File: config.mk
export PLATFORM = sky130hd
export DESIGN_NAME = fetch_unit
export DESIGN_NICKNAME = d
export VERILOG_FILES = /design/src/rtl/fetch_unit_pkg.sv /design/src/rtl/fetch_unit_if_id_reg.sv /design/src/rtl/fetch_unit.sv
export SDC_FILE = /design/constraint.sdc
export NUM_CORES = 1
export LEC_CHECK = 0
export CAP_MARGIN = 25
export CORE_MARGIN = 3
export CORE_UTILIZATION = 40
export CTS_CLUSTER_DIAMETER = 200
export DETAILED_ROUTE_END_ITERATION = 8
export DONT_BUFFER_PORTS = 1
export SYNTH_ARGS = -nofsm -noshare
export SYNTH_HDL_FRONTEND = slang
export SYNTH_SLANG_ARGS = --single-unit
File: constraint.sdc
create_clock -name clk -period 2.3 [get_ports clk]
set_clock_uncertainty 0.15 [all_clocks]
set_input_delay 0.69 -clock clk [delete_from_list [all_inputs] [get_ports clk]]
set_output_delay 0.69 -clock clk [all_outputs]
set_load 0.01 [all_outputs]
File: src/rtl/fetch_unit_pkg.sv
// Shared CPU package: fetch FSM encoding, reset vector default, opcode
// constants and program-counter helpers.
package fetch_unit_pkg;

    typedef enum logic [1:0] {
        ST_IDLE  = 2'b00,
        ST_FETCH = 2'b01,
        ST_FULL  = 2'b10,
        ST_DRAIN = 2'b11
    } fetch_state_e;

    localparam logic [31:0] RESET_PC_DEFAULT = 32'h0000_0000;

    localparam logic [5:0] OP_RTYPE = 6'h00;
    localparam logic [5:0] OP_J     = 6'h02;
    localparam logic [5:0] OP_BEQ   = 6'h04;
    localparam logic [5:0] OP_LW    = 6'h23;
    localparam logic [5:0] OP_SW    = 6'h2B;

    function automatic logic [31:0] align_pc(input logic [31:0] pc);
        return pc & 32'hFFFF_FFFC;
    endfunction

    // Addition wraps modulo 2^32 by construction.
    function automatic logic [31:0] next_pc(input logic [31:0] pc);
        return align_pc(pc + 32'd4);
    endfunction

endpackage

File: src/rtl/fetch_unit_if_id_reg.sv
// IF/ID pipeline register with a one-entry skid buffer that catches a
// memory response arriving while decode is stalled.
module if_id_reg (
    input  logic        clk,
    input  logic        rst_n,
    input  logic        flush,
    input  logic        load,
    input  logic        skid_load,
    input  logic        skid_move,
    input  logic        consume,
    input  logic [31:0] rdata,
    input  logic [31:0] pc4,
    output logic        if_valid,
    output logic [31:0] if_instr,
    output logic [31:0] if_pc4
);

    logic        valid_q, valid_d;
    logic [31:0] instr_q, instr_d;
    logic [31:0] pc4_q, pc4_d;
    logic        skid_valid_q, skid_valid_d;
    logic [31:0] skid_instr_q, skid_instr_d;
    logic [31:0] skid_pc4_q, skid_pc4_d;

    // Next-state selection for the IF/ID slot and the skid entry; flush wins.
    always_comb begin
        valid_d      = valid_q;
        instr_d      = instr_q;
        pc4_d        = pc4_q;
        skid_valid_d = skid_valid_q;
        skid_instr_d = skid_instr_q;
        skid_pc4_d   = skid_pc4_q;
        if (flush) begin
            valid_d      = 1'b0;
            skid_valid_d = 1'b0;
        end else if (skid_move && skid_valid_q) begin
            instr_d      = skid_instr_q;
            pc4_d        = skid_pc4_q;
            valid_d      = 1'b1;
            skid_valid_d = 1'b0;
        end else if (load) begin
            instr_d = rdata;
            pc4_d   = pc4;
            valid_d = 1'b1;
        end else if (skid_load) begin
            skid_instr_d = rdata;
            skid_pc4_d   = pc4;
            skid_valid_d = 1'b1;
        end else if (consume) begin
            valid_d = 1'b0;
        end else begin
            valid_d = valid_q;
        end
    end

    // Register bank for IF/ID and skid.
    always_ff @(posedge clk or negedge rst_n) begin
        if (!rst_n) begin
            valid_q      <= 1'b0;
            instr_q      <= 32'h0000_0000;
            pc4_q        <= 32'h0000_0000;
            skid_valid_q <= 1'b0;
            skid_instr_q <= 32'h0000_0000;
            skid_pc4_q   <= 32'h0000_0000;
        end else begin
            valid_q      <= valid_d;
            instr_q      <= instr_d;
            pc4_q        <= pc4_d;
            skid_valid_q <= skid_valid_d;
            skid_instr_q <= skid_instr_d;
            skid_pc4_q   <= skid_pc4_d;
        end
    end

    assign if_valid = valid_q;
    assign if_instr = instr_q;
    assign if_pc4   = pc4_q;

endmodule

File: src/rtl/fetch_unit.sv
// Instruction fetch: request FSM and program counter, feeding the IF/ID
// register. Redirects flush everything and discard an in-flight response.
module fetch_unit
    import fetch_unit_pkg::*;
#(
    parameter logic [31:0] RESET_PC = RESET_PC_DEFAULT
) (
    input  logic        clk,
    input  logic        rst_n,
    output logic        imem_req,
    output logic [31:0] imem_addr,
    input  logic        imem_valid,
    input  logic [31:0] imem_rdata,
    input  logic        id_ready,
    input  logic        redirect,
    input  logic [31:0] redirect_target,
    output logic        if_valid,
    output logic [31:0] if_instr,
    output logic [31:0] if_pc4,
    output logic [5:0]  opcode
);

    fetch_state_e state_q, state_d;
    logic [31:0]  pc_q, pc_d;
    logic         imem_req_q;
    logic         load_s, skid_load_s, skid_move_s, flush_s, slot_free_s;
    logic [31:0]  pc_plus4_s;

    assign pc_plus4_s  = next_pc(pc_q);
    assign slot_free_s = id_ready || !if_valid;

    // Next-state, pc update and IF/ID control strobes.
    always_comb begin
        state_d     = state_q;
        pc_d        = pc_q;
        load_s      = 1'b0;
        skid_load_s = 1'b0;
        skid_move_s = 1'b0;
        flush_s     = 1'b0;
        case (state_q)
            ST_IDLE: begin
                state_d = ST_FETCH;
                if (redirect) begin
                    flush_s = 1'b1;
                    pc_d    = align_pc(redirect_target);
                end else begin
                    pc_d = pc_q;
                end
            end
            ST_FETCH: begin
                if (redirect) begin
                    flush_s = 1'b1;
                    pc_d    = align_pc(redirect_target);
                    state_d = imem_valid ? ST_FETCH : ST_DRAIN;
                end else if (imem_valid && slot_free_s) begin
                    load_s = 1'b1;
                    pc_d   = pc_plus4_s;
                end else if (imem_valid) begin
                    skid_load_s = 1'b1;
                    state_d     = ST_FULL;
                end else begin
                    state_d = ST_FETCH;
                end
            end
            ST_FULL: begin
                if (redirect) begin
                    flush_s = 1'b1;
                    pc_d    = align_pc(redirect_target);
                    state_d = ST_FETCH;
                end else if (id_ready) begin
                    skid_move_s = 1'b1;
                    pc_d        = pc_plus4_s;
                    state_d     = ST_FETCH;
                end else begin
                    state_d = ST_FULL;
                end
            end
            ST_DRAIN: begin
                // A response landing with the redirect still closes the drain.
                if (redirect) begin
                    flush_s = 1'b1;
                    pc_d    = align_pc(redirect_target);
                    state_d = imem_valid ? ST_FETCH : ST_DRAIN;
                end else if (imem_valid) begin
                    state_d = ST_FETCH;
                end else begin
                    state_d = ST_DRAIN;
                end
            end
            default: begin
                state_d = ST_IDLE;
            end
        endcase
    end

    // FSM state, program counter and registered request strobe.
    always_ff @(posedge clk or negedge rst_n) begin
        if (!rst_n) begin
            state_q    <= ST_IDLE;
            pc_q       <= align_pc(RESET_PC);
            imem_req_q <= 1'b0;
        end else begin
            state_q    <= state_d;
            pc_q       <= align_pc(pc_d);
            imem_req_q <= (state_d == ST_FETCH);
        end
    end

    if_id_reg u_if_id (
        .clk       (clk),
        .rst_n     (rst_n),
        .flush     (flush_s),
        .load      (load_s),
        .skid_load (skid_load_s),
        .skid_move (skid_move_s),
        .consume   (id_ready),
        .rdata     (imem_rdata),
        .pc4       (pc_plus4_s),
        .if_valid  (if_valid),
        .if_instr  (if_instr),
        .if_pc4    (if_pc4)
    );

    assign imem_req  = imem_req_q;
    assign imem_addr = pc_q;
    assign opcode    = if_instr[31:26];

endmodule

-- Word level (Yosys, flattened, before mapping)
Cells that the tools add are included.
- output and inout bits: 104
- input bits: 69
- logic and storage cells: 75
- flip-flop bits (word level): 161
- bitwise logic cells: 3
- reductions and logical operators: 15
- equal/unequal tests: 9
- $add $sub $neg: 1
- muxes and demuxes: 38
- operators by type and width (kind ; number):
    $mux 32 ; 9
    $pmux 32 s3 ; 1
    $add 32x3->32 const B ; 1
    $mux 1 ; 21
    $mux 2 ; 6
    $pmux 2 s4 ; 1
    $ne 3x3->1 const B ; 2
    $reduce_and 2->1 ; 3
    $eq 2x1->1 const B ; 2
    $eq 2x2->1 const B ; 2
    $ne 4x2->1 const B ; 1
    $reduce_and 4->1 ; 1
    $reduce_bool 4->1 ; 1
    $reduce_or 4->1 ; 1
    $ne 3x1->1 const B ; 1
    $not 1->1 ; 3
    $reduce_and 3->1 ; 1
    $reduce_bool 3->1 ; 1
    $logic_and 1x1->1 ; 2
    $logic_not 2->1 ; 1
    $ne 2x1->1 const B ; 1
    $reduce_bool 2->1 ; 1
    $reduce_or 2->1 ; 1
    $logic_not 1->1 ; 1
    $logic_or 1x1->1 ; 1

-- Longest topological paths before layout
Gate-level depths: netlist of the first run.
- depth in word-level cells: 10
- depth in mapped cells: 9
- mapped depth without buffers: 7

-- By module
Synthesis of the first run repeated with hierarchy kept, for this count alone.
- cell total of the unflattened synthesis: 734
- area, all modules: 8314.2 um^2
- by module, submodules not included (module ; sequential area each (um^2) ; cells an instance ; times used ; area each (um^2)):
    if_id_reg ; 3253.1 ; 431 ; 1 ; 5789.3
    fetch_unit ; 825.8 ; 303 ; 1 ; 2524.9

-- Worst setup path before layout of the first run
OpenSTA, ideal clock, no wires.
- kind: reg-to-reg
- from: reg pc_q[2], in the netlist imem_addr[2]
- to: reg pc_q[26], in the netlist imem_addr[26]
- path buffers: 1
- period minus slack after synthesis: 2.347 ns
- stages on the path, launching flop included: 8
- path slack: -0.047 ns
- data arrival time: 2.064 ns
- data required time: 2.017 ns
- library setup time: 0.133 ns
- path through: dfrtp_1 -> ha_1 -> nand2_1 -> or4_1 -> buf_2 -> or3_4 -> o22ai_1 -> a2bb2oi_2
- word-level cells in the longest chain between the ends: 4
- elaborated cells on any way between the ends: 6
- classes of those cells: add/sub: 1; mux: 5
- RTL lines (item ; RTL line ; source):
    start: declaration ; fetch_unit.sv:24 ; logic [31:0] pc_q, pc_d;
    start signal: assignment ; fetch_unit.sv:100 ; pc_q <= align_pc(RESET_PC);
    start signal: assignment ; fetch_unit.sv:104 ; pc_q <= align_pc(pc_d);
    $add 32x3->32 (*) ; fetch_unit_pkg.sv:26 ; return align_pc(pc + 32'd4);
    $mux 32 (on tied branches) ; fetch_unit.sv:70, fetch_unit.sv:55 ;
    $mux 32 (on tied branches) ; fetch_unit.sv:66, fetch_unit.sv:51 ;
    $pmux 32 s3 (*) ; fetch_unit.sv:40 ; case (state_q)
Every way passes the cells marked *; elsewhere a longest branch is shown, timed or not. The select of a mux whose other input is x is not followed.
A chain may end at the register's enable or synchronous reset.

-- Worst setup path in the final report of the first run
- from: reg pc_q[2], in the netlist imem_addr[2]
- to: reg pc_q[25], in the netlist imem_addr[25]
The elaborated chain is that of the path after synthesis.

==> results of run 1 <==
[through the flow]
stage	cell area, um^2	setup slack, ns
finish	9010	0.151
global placement	8310	0.0755
CTS	8980	0.0634
global route	9010	0.00991
detailed placement	8310	0.00963
floorplan	7760	0.00485
[sequential cells by signal, summed over array words and instances, names as in the netlist]
signal and cells:
u_if_id.if_instr 32, u_if_id.skid_instr_q 32, imem_addr 30, u_if_id.if_pc4 30, u_if_id.skid_pc4_q 30, state_q 2
imem_req 1, u_if_id.if_valid 1, u_if_id.skid_valid_q 1
[timing repair]
item	CTS	global route
resized for setup	1	7
hold endpoints to repair	159	159
setup endpoints to repair	1	52
gates cloned	0	1
[cells by family after synthesis]
group | Yosys count | share of synthesized area, %
XOR/XNOR | 23 | 2.60
buffers and inverters | 90 | 4.96
adder cells (fa/ha/maj) | 5 | 0.808
other | 1 | 0.0484
multiplexers | 43 | 6.16
flip-flops | 159 | 51.4
AND/OR/NAND/NOR | 315 | 18.8
AO/OA/AOI/OAI | 199 | 15.3
[final timing paths]
path	cells past startpoint	to	slack (ns)
min in group clk	1	u_if_id.skid_valid_q	0.19
hold reg to reg	2	u_if_id.skid_pc4_q[29]	0.33
setup / recovery	6	imem_addr[25]	0.15
setup reg to reg	6	imem_addr[25]	0.15
hold / removal	0	u_if_id.if_instr[23]	-0.19
max in group asynchronous	0	imem_addr[3]	1.83
[metal layers]
layer	up-vias	wire length, um	track usage (%)
met3	13	1700	6.78
met5	-	0	0
li1	2953	-	-
met2	204	9450	31.1
met1	3004	9850	28.1
met4	0	180	4.56
[final cells by class]
cell class | instances | area (um^2) | share of cell area (%)
clock buffer | 21 | 460 | 5.11
tap | 260 | 325 | 3.61
clock inverter | 10 | 209 | 2.32
sequential | 159 | 3980 | 44.1
inverter | 15 | 56.3 | 0.625
timing repair buffer | 61 | 541 | 6.00
multi-input combinational | 590 | 3440 | 38.2
[critical path, cell delays in order (launching register included)]
cell	delay, ns
dfrtp_2	0.36
buf_4	0.19
and3_1	0.20
and4_1	0.40
nand4_1	0.25
or4_1	0.45
nand3_1	0.09
[placed cells by master (no fill, tap or decap), types with 4 or more instances in the layout]
master / count
nand4_1: 10
a21o_1: 4
xor2_1: 8
clkbuf_16: 17
a22oi_1: 10
buf_4: 53
o22ai_1: 13
buf_12: 6
a211oi_1: 4
o21ai_0: 73
nor3_1: 24
nor4_1: 8
dfrtp_1: 158
mux2_2: 37
xnor2_1: 14
conb_1: 4
mux2i_1: 6
a31oi_1: 36
and3_1: 19
nand2b_1: 4
a21oi_1: 39
nand2_1: 128
bufinv_16: 6
nand3_1: 31
ha_1: 5
and4_1: 7
nor2_1: 66
inv_1: 15
[power breakdown]
part	total, mW	switching (mW)	internal (mW)
logic	4.19	2.31	1.87
registers	5.36	1.26	4.10
clock network	3.23	1.14	2.09
total	12.8	4.71	8.06
==> flow_summary.yaml, run 1 <==
run_status:
  status: "complete, but fails checks"
  violations: "hold timing"
clock_tree:
  root_buffer: "clkbuf_16"
  clkSlewWorstSetupHoldPaths_ns: 0.07
  clock-sinks: 159
  cts_setup_buffers: 0
  cts_made_buffers: 17
  cts_tree: "yes"
  clockBufferDepth: 2
  worstSkewPairLatency_ns: 0.42
  ctsHtreeMaxLevel: 4
placed_design:
  gp_congestion: 0.863
  post-dp-hpwl_um: 14300
  dp_cells: 1084
  port_buffers: 0
timing:
  slew_violations: 0
  worstMarginPinSlew_ns: 0.498
  hold_viol: 159
  setup_tns_ns: 0
  fmaxAchievable_ghz: 0.465
  hold_ws_ns: -0.188
  period_share_pct: 93.4
  min_period_ns: 2.15
  rsz0062_at_grt: "no"
  slew_headroom_pct: 66.5
  setup_viol: 0
logic_synthesis:
  synth_area_um2: 7740
  ys_ff_latch: 159
  synth_cell_types: 52
  syn-instance-count: 835
  synth_edf_count: 0
  yosysTopAreaCell: "dfrtp_1"
  synthTopCellsByCount: "dfrtp_1 (159), nand2_1 (129), o21ai_0 (73)"
  synth_top_area_share_pct: 51.4
  synthFlopType: "dfrtp_1"
  yosysSeqAreaShare_pct: 51.4
  ys_async_sr_fraction_pct: 100
  yosysWarnings: 0
  synth_area_per_cell_um2: 9.28
  ys_top_cells_by_area: "dfrtp_1 (51%), nand2_1 (6.3%), mux2_2 (5.4%)"
  synth.most_common_cell: "dfrtp_1"
global_routing:
  grt_pass1_wl_um: 34400
  grt_pass1_vias: 6049
  grt_max_degree: 160
  antenna_found_initial: 0
  track_usage_pct: 20.3
  gr-total-overflow: 0
floorplanning:
  chipWidth_um: 145
  die_area_um2: 21100
  io-pin-count: 173
  initial_utilization_pct: 41.0
  die_y_um: 145
  rows: 50
  coreArea_um2: 18900
detailed_routing:
  routedWlPerCell_um: 19.0
  vias: 6174
  wirelength_um: 21200
  vias_per_cell: 5.53
  drt_iter0_drc: 335
  drc: 0
  first_pass_iters: 5
  ant_nets: 0
setup_path:
  crit_start: "imem_addr[2]"
  critPathLaunchType: "flop"
  r2r-start: "imem_addr[2]"
  crit_type: "flop to flop"
  critical_path_required_ns: 2.52
  cp.arrival_ns: 2.36
  crit_fanout: 8
  cp-end-kind: "flop"
power_and_ir_drop:
  power_density_nw_per_um2: 1420
  cellLeakagePower_nw: 4.04
  ir_worst_vdd_mv: 0.603
  p_total_mw: 12.8
flow_run:
  max-cap-violations: 0
final_layout:
  drive_above_1_share_pct: 17.1
  synthToLayoutAreaGrowth_pct: 16.4
  layout.nets: 918
  diodes: 0
  nFillCells: 1805
  stdcell_count: 1116
  fin_util_pct: 47.7
worst_hold_path:
  worstHoldPathType: "primary input to asynchronous set/reset pin"
Power figures use the tool's default switching activity.
==> run 2, diff against run 1 <==
--- a/config.mk
+++ b/config.mk
@@ -6,7 +6,6 @@
 export NUM_CORES = 1
 export LEC_CHECK = 0
 export CAP_MARGIN = 25
-export CORE_MARGIN = 3
 export CORE_UTILIZATION = 40
 export CTS_CLUSTER_DIAMETER = 200
 export DETAILED_ROUTE_END_ITERATION = 8
==> flow_summary.yaml, run 2 (synthesized netlist as in run 1, its figures left out) <==
setup_path:
  critPathMaxStageDelay_ns: 0.65
  crit_fanout: 9
  cp-end-kind: "flop"
  critical_path_required_ns: 2.44
  crit_family: "simple AND/OR/NAND/NOR gates"
  crit_type: "flop to flop"
  critPathLaunchType: "flop"
  critPathBufInv: 0
  slowest_stage: "or4_1"
  crit_chain: "ha_1, nand2_1, or4_1, or3_4, o22ai_1, a2bb2oi_2"
  cp.arrival_ns: 2.37
detailed_routing:
  drc: 0
  ant_nets: 0
  routedWlPerCell_um: 18.2
  first_pass_iters: 5
  vias_per_cell: 5.52
  wirelength_um: 20300
  drt_iter0_drc: 332
  vias: 6146
final_layout:
  diodes: 0
  drive_above_1_share_pct: 16.6
  nFillCells: 1774
  multi_input_area_um2: 3430
  layout_common_cells: "dfrtp_1 (158), nand2_1 (128), o21ai_0 (73)"
  layout.nets: 914
  synthToLayoutAreaGrowth_pct: 15.8
  fin_area_um2: 8970
  ff_latch_area_um2: 3980
  final_common_cell: "dfrtp_1"
power_and_ir_drop:
  cellLeakagePower_nw: 4.01
  ir_worst_vdd_mv: 0.659
  power_density_nw_per_um2: 1400
worst_hold_path:
  worstHoldPathType: "primary input to asynchronous set/reset pin"
floorplanning:
  initial_utilization_pct: 41.1
  io-pin-count: 173
  die_y_um: 141
  rows: 50
  chipWidth_um: 141
  die_area_um2: 19900
  coreArea_um2: 18800
clock_tree:
  cts_made_buffers: 17
  root_buffer: "clkbuf_16"
  worstSkewPairLatency_ns: 0.42
  clkSlewWorstSetupHoldPaths_ns: 0.07
  clockBufferDepth: 2
  ctsHtreeMaxLevel: 4
  cts_tree: "yes"
  clock-sinks: 159
global_routing:
  grt_pass1_wl_um: 32500
  track_usage_pct: 21.0
  grt_max_degree: 160
  gr-total-overflow: 0
  antenna_found_initial: 0
  grt_pass1_vias: 5753
timing:
  fmaxAchievable_ghz: 0.448
  rsz0062_at_grt: "no"
  min_period_ns: 2.23
  setup_viol: 0
  hold_viol: 159
  slew_violations: 0
  setup_tns_ns: 0
  hold_ws_ns: -0.189
  period_share_pct: 97.0
placed_design:
  port_buffers: 0
  post-dp-hpwl_um: 13900
  dpl_cell_area_um2: 8310
  gp_congestion: 0.895
run_status:
  status: "complete, but fails checks"
  violations: "hold timing"
flow_run:
  max-cap-violations: 0
run 2: worst register-to-register path: cells and delay by family (launching register included):
kind	cells	cell delay, ns
and+or+nand+nor	3	1.17
DFF	1	0.36
AOI/OAI and AO/OA	2	0.26
adders and majority gates	1	0.18
run 2: what timing repair did:
action,CTS,global route
buffers inserted,0,2
resized for setup,0,4
hold endpoints to repair,159,159
setup endpoints to repair,0,35
run 2: layout make-up:
type	instances	area share (%)
tap	260	3.63
clock inverter	12	2.05
inverter	15	0.628
sequential	159	44.4
multi-input combinational	589	38.2
clock buffer	20	4.98
timing repair buffer	58	6.15
run 2: final timing paths:
path | start | endpoint | slack (ns) | cells after the start
min | rst_n | u_if_id.skid_instr_q[29] | -0.19 | 0
max | imem_addr[2] | imem_addr[26] | 0.07 | 6
max reg2reg | imem_addr[2] | imem_addr[26] | 0.07 | 6
min in group clk | redirect | u_if_id.skid_valid_q | 0.19 | 1
min reg2reg | u_if_id.skid_pc4_q[29] | u_if_id.skid_pc4_q[29] | 0.32 | 2
max in group asynchronous | rst_n | imem_addr[15] | 1.79 | 0
run 2: per-stage QoR:
step / utilization (%) / cells / setup WS (ns) / power [mW]
floorplan: - / 838 / 0.00485 / 8.01
global placement: 44.1 / 1079 / 0.114 / 9.46
detailed placement: 44.1 / 1079 / 0.101 / 9.57
CTS: 47.5 / 1111 / 0.0812 / 12.6
global route: 47.6 / 1113 / 0.00220 / 13.4
finish: 47.6 / 1113 / 0.0687 / 12.6
run 2: power by group:
part | leakage [nW] | internal (mW) | switching [mW] | total (mW)
clock network | 0.301 | 1.86 | 1.17 | 3.02
logic | 1.75 | 1.89 | 2.31 | 4.20
registers | 1.96 | 4.10 | 1.26 | 5.35
total | 4.01 | 7.84 | 4.74 | 12.6
run 2: per-layer routing:
layer	vias to the layer above	part of all wire [%]	global-route usage (%)
li1	2936	-	-
met1	3008	47	29.3
met2	184	44	31.4
met3	18	7.7	6.42
met4	0	1.2	5.72
met5	-	0	0
==> edit 1: new RTL, settings of run 1 <==
Reset style: synchronous (`rst_n`), changed in 2 clocked blocks.
--- a/src/rtl/fetch_unit_if_id_reg.sv
+++ b/src/rtl/fetch_unit_if_id_reg.sv
@@ -54,7 +54,7 @@
     end
 
     // Register bank for IF/ID and skid.
-    always_ff @(posedge clk or negedge rst_n) begin
+    always_ff @(posedge clk) begin
         if (!rst_n) begin
             valid_q      <= 1'b0;
             instr_q      <= 32'h0000_0000;
--- a/src/rtl/fetch_unit.sv
+++ b/src/rtl/fetch_unit.sv
@@ -94,7 +94,7 @@
     end
 
     // FSM state, program counter and registered request strobe.
-    always_ff @(posedge clk or negedge rst_n) begin
+    always_ff @(posedge clk) begin
         if (!rst_n) begin
             state_q    <= ST_IDLE;
             pc_q       <= align_pc(RESET_PC);
Formal check against the unedited RTL: differs if rst_n is asserted again (counterexample within 4 cycles, from zero or initial values and one cycle with rst_n low); with rst_n held inactive, the same outputs for 4 cycles.
==> edit 1 against run 1 <==
- sequential cell count unchanged
- sequential share of layout area decreased by 6.7 points
- die area decreased by 4.9%
- final cell count increased by 5.2%
- synthesized area decreased by 5.1%
- final area decreased by 5.4%
- routed wire length increased by 1.2%
- first-iteration DRC count increased by 41%
- worst setup slack got worse by 0.093 ns
- critical endpoint is now u_if_id.if_pc4[23]
- largest cell class is now multi-input combinational cells
- highest routed layer unchanged
Power is not compared: it rests on default switching activity, and its combinational part moved more than twofold at a synthesized area within 25%.
==> edit 1: results (changes against run 1) <==
detailed_routing:
  top_layer_used: "met4"  # unchanged
  drt_iter0_drc: 474  # was 335
  wl_met3_um: 1500  # was 1700 µm
  firstDrtPassIters: 5  # unchanged
  routed_via_density: 5.69  # was 5.53
  routedWlPerCell_um: 18.3  # was 19.0 µm
  met2WireLength_um: 10200  # was 9450 µm
  wl_met1_um: 9400  # was 9850 µm
setup_path:
  reg2reg_slack_ns: 0.06  # was 0.15 ns
  rr_endpoint: "u_if_id.if_pc4[23]"  # was imem_addr[25]
  critPathLaunchType: "flip-flop"  # unchanged
  crit_arrival_ns: 2.43  # was 2.36 ns
  path_max_fanout: 21  # was 8
  r2r-start: "imem_addr[8]"  # was imem_addr[2]
  cp_slowest_cell: "or4_4"  # was or4_1
  max_stage_delay_ns: 0.71  # was 0.45 ns
  reg2regPathDepth: 5  # was 6
  critPathCaptureType: "flip-flop"  # unchanged
  critical_path.top_delay_family: "simple AND/OR/NAND/NOR gates"  # unchanged
global_routing:
  track_usage_pct: 20.9  # was 20.3%
  grt_pass1_wl_um: 33800  # was 34400 µm
  grt_start_max_net_pins: 65  # was 160
  grt_pass1_vias: 6170  # was 6049
  antenna_found_initial: 0  # unchanged
power:
  leakagePower_nw: 2.98
  irDropWorstVdd_v: 0.000507
  p_switching_w: 0.00167
layout:
  fillers: 1722  # was 1805
  drive_above_1_share_pct: 13.0  # was 17.1%
  diodes: 0  # unchanged
  fin_nets: 1010  # was 918
run_status:
  status: "completed"  # was finished with violations
clock_network:
  clockBufferDepth: 2  # unchanged
  cts_htree_levels: 4  # unchanged
  numCtsBuffers: 17  # unchanged
  clk_latency_ns: 0.42  # about the same
  root_buffer: "clkbuf_16"  # unchanged
  path_clk_slew_ns: 0.07  # about the same
hold_path:
  hold_depth: 1
  holdCritPathClass: "in -> reg"  # was in -> async
placed_design:
  dpl.hpwl_um: 14400  # was 14300 µm
  place_congestion: 0.820  # was 0.863
  io_buffers: 0  # unchanged
sta:
  relSlewSlack_pct: 64.2  # was 66.5%
yosys:
  async_flop_share_pct: 0  # was 100%
  synthFlopType: "dfxtp_1"  # was dfrtp_1
  synth_commonest_cells: "nand2_1, dfxtp_1, nor2_1"  # was dfrtp_1, nand2_1, o21ai_0
  ys.warnings.count: 0  # unchanged
  yosysUniqueCellTypes: 56  # was 52
  synthTopCellsByArea: "dfxtp_1, nand2_1, a21oi_1, nor2_1, a311oi_1"  # was dfrtp_1, nand2_1, mux2_2, o21ai_0, nor2_1
  synth.yosys.seq_area_share_pct: 43.3  # was 51.4%
floorplan:
  core_um2: 17700  # was 18900 µm²
edit 1: changes by cell type after synthesis, sizes merged, moves of 8 or more:
cell | run 1 | this run
dfrtp | 159 | 0
dfxtp | 0 | 159
nand2 | 129 | 184
a311oi | 0 | 39
mux2 | 37 | 0
a21oi | 40 | 76
o21ai | 73 | 38
nor2 | 67 | 101
a31oi | 36 | 7
clkbuf | 58 | 71
and3 | 19 | 9
a211oi | 4 | 12
edit 1: layout make-up:
class                      count  share of cell area, %
clock buffer                  18                   5.15
sequential                   159                   37.4
clock inverter                14                   1.86
tap                          225                   3.30
multi-input combinational    687                   45.1
timing repair buffer          62                   6.78
inverter                       9                  0.411
edit 1: worst min path at each step:
stage,from,end,slack (ns)
final,redirect,u_if_id.if_valid,0.20
after global routing,redirect,u_if_id.skid_valid_q,0.18
after CTS,redirect,u_if_id.if_valid,0.17
after detailed placement,u_if_id.skid_pc4_q[11],u_if_id.if_pc4[11],0.29
after global placement,u_if_id.skid_pc4_q[14],u_if_id.if_pc4[14],0.29
after floorplan,u_if_id.skid_pc4_q[11],u_if_id.if_pc4[11],0.28
edit 1: cell families (layout without fill, tap and decap cells):
logic type / after synthesis / count (layout) / synth area share (%)
other: 1 / 4 / 0.0510
AO/OA/AOI/OAI: 239 / 239 / 21.5
flip-flops: 159 / 159 / 43.3
AND/OR/NAND/NOR: 411 / 411 / 25.2
adder cells (fa/ha/maj): 5 / 5 / 0.851
XOR/XNOR: 21 / 21 / 2.50
multiplexers: 7 / 7 / 0.953
buffers and inverters: 99 / 103 / 5.72
edit 1: through the flow:
step	total power, W	std cells	setup slack [ns]	TNS, ns	area [µm²]
floorplan	0.00340	945	0.0325	0	7370
global placement	0.00361	1140	0.0851	0	7870
CTS	0.00648	1172	0.0552	0	8460
finish	0.00641	1174	0.0587	0	8530
global route	0.00666	1174	-0.0173	-0.0315	8530
detailed placement	0.00362	1140	0.0628	0	7870
edit 1: timing repair:
item,CTS,global route
setup buffers,0,2
gates resized for setup,0,15
hold buffers,0,0
endpoints found under the setup margin,0,26
edit 1: power groups by stage:
stage	Combinational (W)	Clock [W]	Sequential [W]
after detailed placement	0.000617	0	0.00300
after global routing	0.000690	0.00302	0.00295
after global placement	0.000614	0	0.00300
after CTS	0.000619	0.00292	0.00294
after floorplan	0.000381	0	0.00302
final	0.000626	0.00285	0.00294
edit 1: per-layer routing:
metal / track usage [%] / vias to the layer above
li1: - / 3299
met1: 27.5 / 3177
met2: 33.6 / 182
met3: 5.66 / 19
met4: 6.57 / 0
met5: 0 / -
edit 1: worst reg2reg max path, stage by stage (launching register included):
cell and delay, ns:
dfxtp_1 0.33, nand4_1 0.15, or4_4 0.71, or3_4 0.43
and3_4 0.19, o31ai_1 0.20
==> edit 2: new RTL, settings of run 1 <==
Without the edit above. Add an input register stage for `redirect_target`, with the module's reset; this delays it by one clock. The other inputs are not delayed to match.
--- a/src/rtl/fetch_unit.sv
+++ b/src/rtl/fetch_unit.sv
@@ -19,6 +19,16 @@
     output logic [31:0] if_pc4,
     output logic [5:0]  opcode
 );
+
+    logic [31:0] redirect_target_q;
+
+    always_ff @(posedge clk or negedge rst_n) begin
+        if (!rst_n) begin
+            redirect_target_q <= '0;
+        end else begin
+            redirect_target_q <= redirect_target;
+        end
+    end
 
     fetch_state_e state_q, state_d;
     logic [31:0]  pc_q, pc_d;
@@ -42,7 +52,7 @@
                 state_d = ST_FETCH;
                 if (redirect) begin
                     flush_s = 1'b1;
-                    pc_d    = align_pc(redirect_target);
+                    pc_d    = align_pc(redirect_target_q);
                 end else begin
                     pc_d = pc_q;
                 end
@@ -50,7 +60,7 @@
             ST_FETCH: begin
                 if (redirect) begin
                     flush_s = 1'b1;
-                    pc_d    = align_pc(redirect_target);
+                    pc_d    = align_pc(redirect_target_q);
                     state_d = imem_valid ? ST_FETCH : ST_DRAIN;
                 end else if (imem_valid && slot_free_s) begin
                     load_s = 1'b1;
@@ -65,7 +75,7 @@
             ST_FULL: begin
                 if (redirect) begin
                     flush_s = 1'b1;
-                    pc_d    = align_pc(redirect_target);
+                    pc_d    = align_pc(redirect_target_q);
                     state_d = ST_FETCH;
                 end else if (id_ready) begin
                     skid_move_s = 1'b1;
@@ -79,7 +89,7 @@
                 // A response landing with the redirect still closes the drain.
                 if (redirect) begin
                     flush_s = 1'b1;
-                    pc_d    = align_pc(redirect_target);
+                    pc_d    = align_pc(redirect_target_q);
                     state_d = imem_valid ? ST_FETCH : ST_DRAIN;
                 end else if (imem_valid) begin
                     state_d = ST_FETCH;
Function: changed (Yosys sat finds a counterexample within 4 cycles, from zero or initial values and one cycle with rst_n low).
==> edit 2 against run 1 <==
- the flow still finishes with violations (negative hold slack)
- sequential cell count grew 30
- final area grew 9.0%
- total power grew 4.0%
- synthesized area grew 11%
- routed wire length grew 0.37%
- non-clock buffer count grew 1
- core utilization shrank 0.051 points
- clock power shrank 9.0%
- worst setup slack lost 0.028 ns
- critical endpoint is now u_if_id.skid_pc4_q[30]
- largest cell class unchanged
==> edit 2: results (changes against run 1) <==
setup_path:
  cp_slowest_cell: "or4_4"  # was or4_1
  crit_arrival_ns: 2.38  # was 2.36 ns
  r2r-start: "imem_addr[3]"  # was imem_addr[2]
  max_stage_delay_ns: 0.56  # was 0.45 ns
  path_max_fanout: 7  # was 8
  critical_path.top_delay_family: "simple AND/OR/NAND/NOR gates"  # unchanged
  path_class: "reg -> reg"  # unchanged
  rr_endpoint: "u_if_id.skid_pc4_q[30]"  # was imem_addr[25]
  reg2reg_slack_ns: 0.12  # was 0.15 ns
sta:
  fin_hold_ws_ns: -0.184  # was -0.188 ns
  finalHoldViolations: 189  # was 159
  tightest_slew_ns: 0.551  # was 0.498 ns
  setup_viol: 0  # unchanged
placed_design:
  dpl.hpwl_um: 14500  # was 14300 µm
  placed_area_um2: 9210  # was 8310 µm²
  io_buffers: 0  # unchanged
  place_congestion: 0.865  # was 0.863
run_status:
  status: "finished with violations"  # unchanged
  violations: "negative hold slack"  # unchanged
power:
  power_frac_clock_pct: 22.2  # was 25.3%
  swShare_pct: 38.3  # was 36.9%
  irDropWorstVdd_v: 0.000635  # was 0.000603 V
  powerComb_w: 0.00438  # was 0.00419 W
  leakagePower_nw: 4.36  # was 4.04 nW
clock_network:
  cts_htree_levels: 4  # unchanged
  clk_latency_ns: 0.42  # about the same
  numCtsBuffers: 17  # unchanged
  clockBufferDepth: 2  # unchanged
  root_buffer: "clkbuf_16"  # unchanged
  path_clk_slew_ns: 0.08
yosys:
  synthFlopType: "dfrtp_1"  # unchanged
  synth.yosys.seq_area_share_pct: 55.1  # was 51.4%
  ys.warnings.count: 0  # unchanged
  synthTopCellsByArea: "dfrtp_1, nand2_1, mux2_2, o21ai_0, a31oi_1"  # was dfrtp_1, nand2_1, mux2_2, o21ai_0, nor2_1
  synth_commonest_cells: "dfrtp_1, nand2_1, nor2_1"  # was dfrtp_1, nand2_1, o21ai_0
  yosysUniqueCellTypes: 59  # was 52
hold_path:
  holdCritPathClass: "in -> async"  # unchanged
layout:
  diodes: 0  # unchanged
  fin_nets: 947  # was 918
  drive_above_1_share_pct: 16.9  # was 17.1%
  fillers: 1898  # was 1805
global_routing:
  antenna_found_initial: 0  # unchanged
  grt_pass1_vias: 6106  # was 6049
  grt_start_max_net_pins: 190  # was 160
  track_usage_pct: 18.2  # was 20.3%
  grtUsageMet2_pct: 27.0  # was 31.1%
  met1_usage_pct: 25.8  # was 28.1%
  met3_usage_pct: 6.65  # was 6.78%
  grt_pass1_wl_um: 34100  # was 34400 µm
floorplan:
  die_w_um: 152  # was 145 µm
detailed_routing:
  wl_met1_um: 9790  # was 9850 µm
  wl_met3_um: 1960  # was 1700 µm
  firstDrtPassIters: 5  # unchanged
  drt_iter0_drc: 416  # was 335
  totalWireLength_um: 21300  # was 21200 µm
  routed_via_density: 5.51  # was 5.53
  met2WireLength_um: 9370  # was 9450 µm
==> edit 2: through the flow <==
step                hold WS [ns]  worst slack [ns]  cells  total power (W)
finish                    -0.184             0.123   1156           0.0133
global route              -0.216           0.00214   1156           0.0142
CTS                       -0.207            0.0194   1156           0.0134
detailed placement         0.254            0.0417   1124           0.0104
global placement           0.254            0.0834   1124           0.0103
floorplan                  0.244            0.0398    866          0.00879
==> edit 2: area by class of cell <==
class | instances | area (µm²) | share of cell area, %
Inverter | 10 | 37.5 | 0.382
Clock inverter | 14 | 153 | 1.55
Tap cell | 270 | 338 | 3.44
Clock buffer | 18 | 429 | 4.37
Sequential cell | 189 | 4730 | 48.1
Timing Repair Buffer | 62 | 591 | 6.01
Multi-Input combinational cell | 593 | 3550 | 36.1
==> edit 2: what timing repair did <==
| item | in CTS | in global routing |
|---|---|---|
| endpoints found under the setup margin | 0 | 45 |
| endpoints found under the hold margin | 189 | 189 |
| setup buffers | 0 | 0 |
| gates resized for setup | 0 | 7 |
==> edit 2: how the worst min path moves through the flow <==
stage,depth (start not counted),slack (ns),endpoint
after floorplan,0,0.24,imem_addr[10]
after global placement,0,0.25,u_if_id.if_instr[26]
after detailed placement,0,0.25,u_if_id.if_instr[26]
after CTS,0,-0.21,u_if_id.if_instr[21]
after global routing,0,-0.22,u_if_id.skid_instr_q[21]
final,0,-0.18,u_if_id.if_instr[26]
==> edit 2: cell families after synthesis <==
| kind of cell | after synthesis | synth area share [%] |
|---|---|---|
| and+or+nand+nor | 318 | 17.5 |
| AOI/OAI and AO/OA | 196 | 14.0 |
| adders and majority gates | 5 | 0.729 |
| DFF | 189 | 55.1 |
| buffers and inverters | 84 | 4.29 |
| muxes | 45 | 5.76 |
| other | 1 | 0.0437 |
| xor gates and xnor gates | 25 | 2.55 |
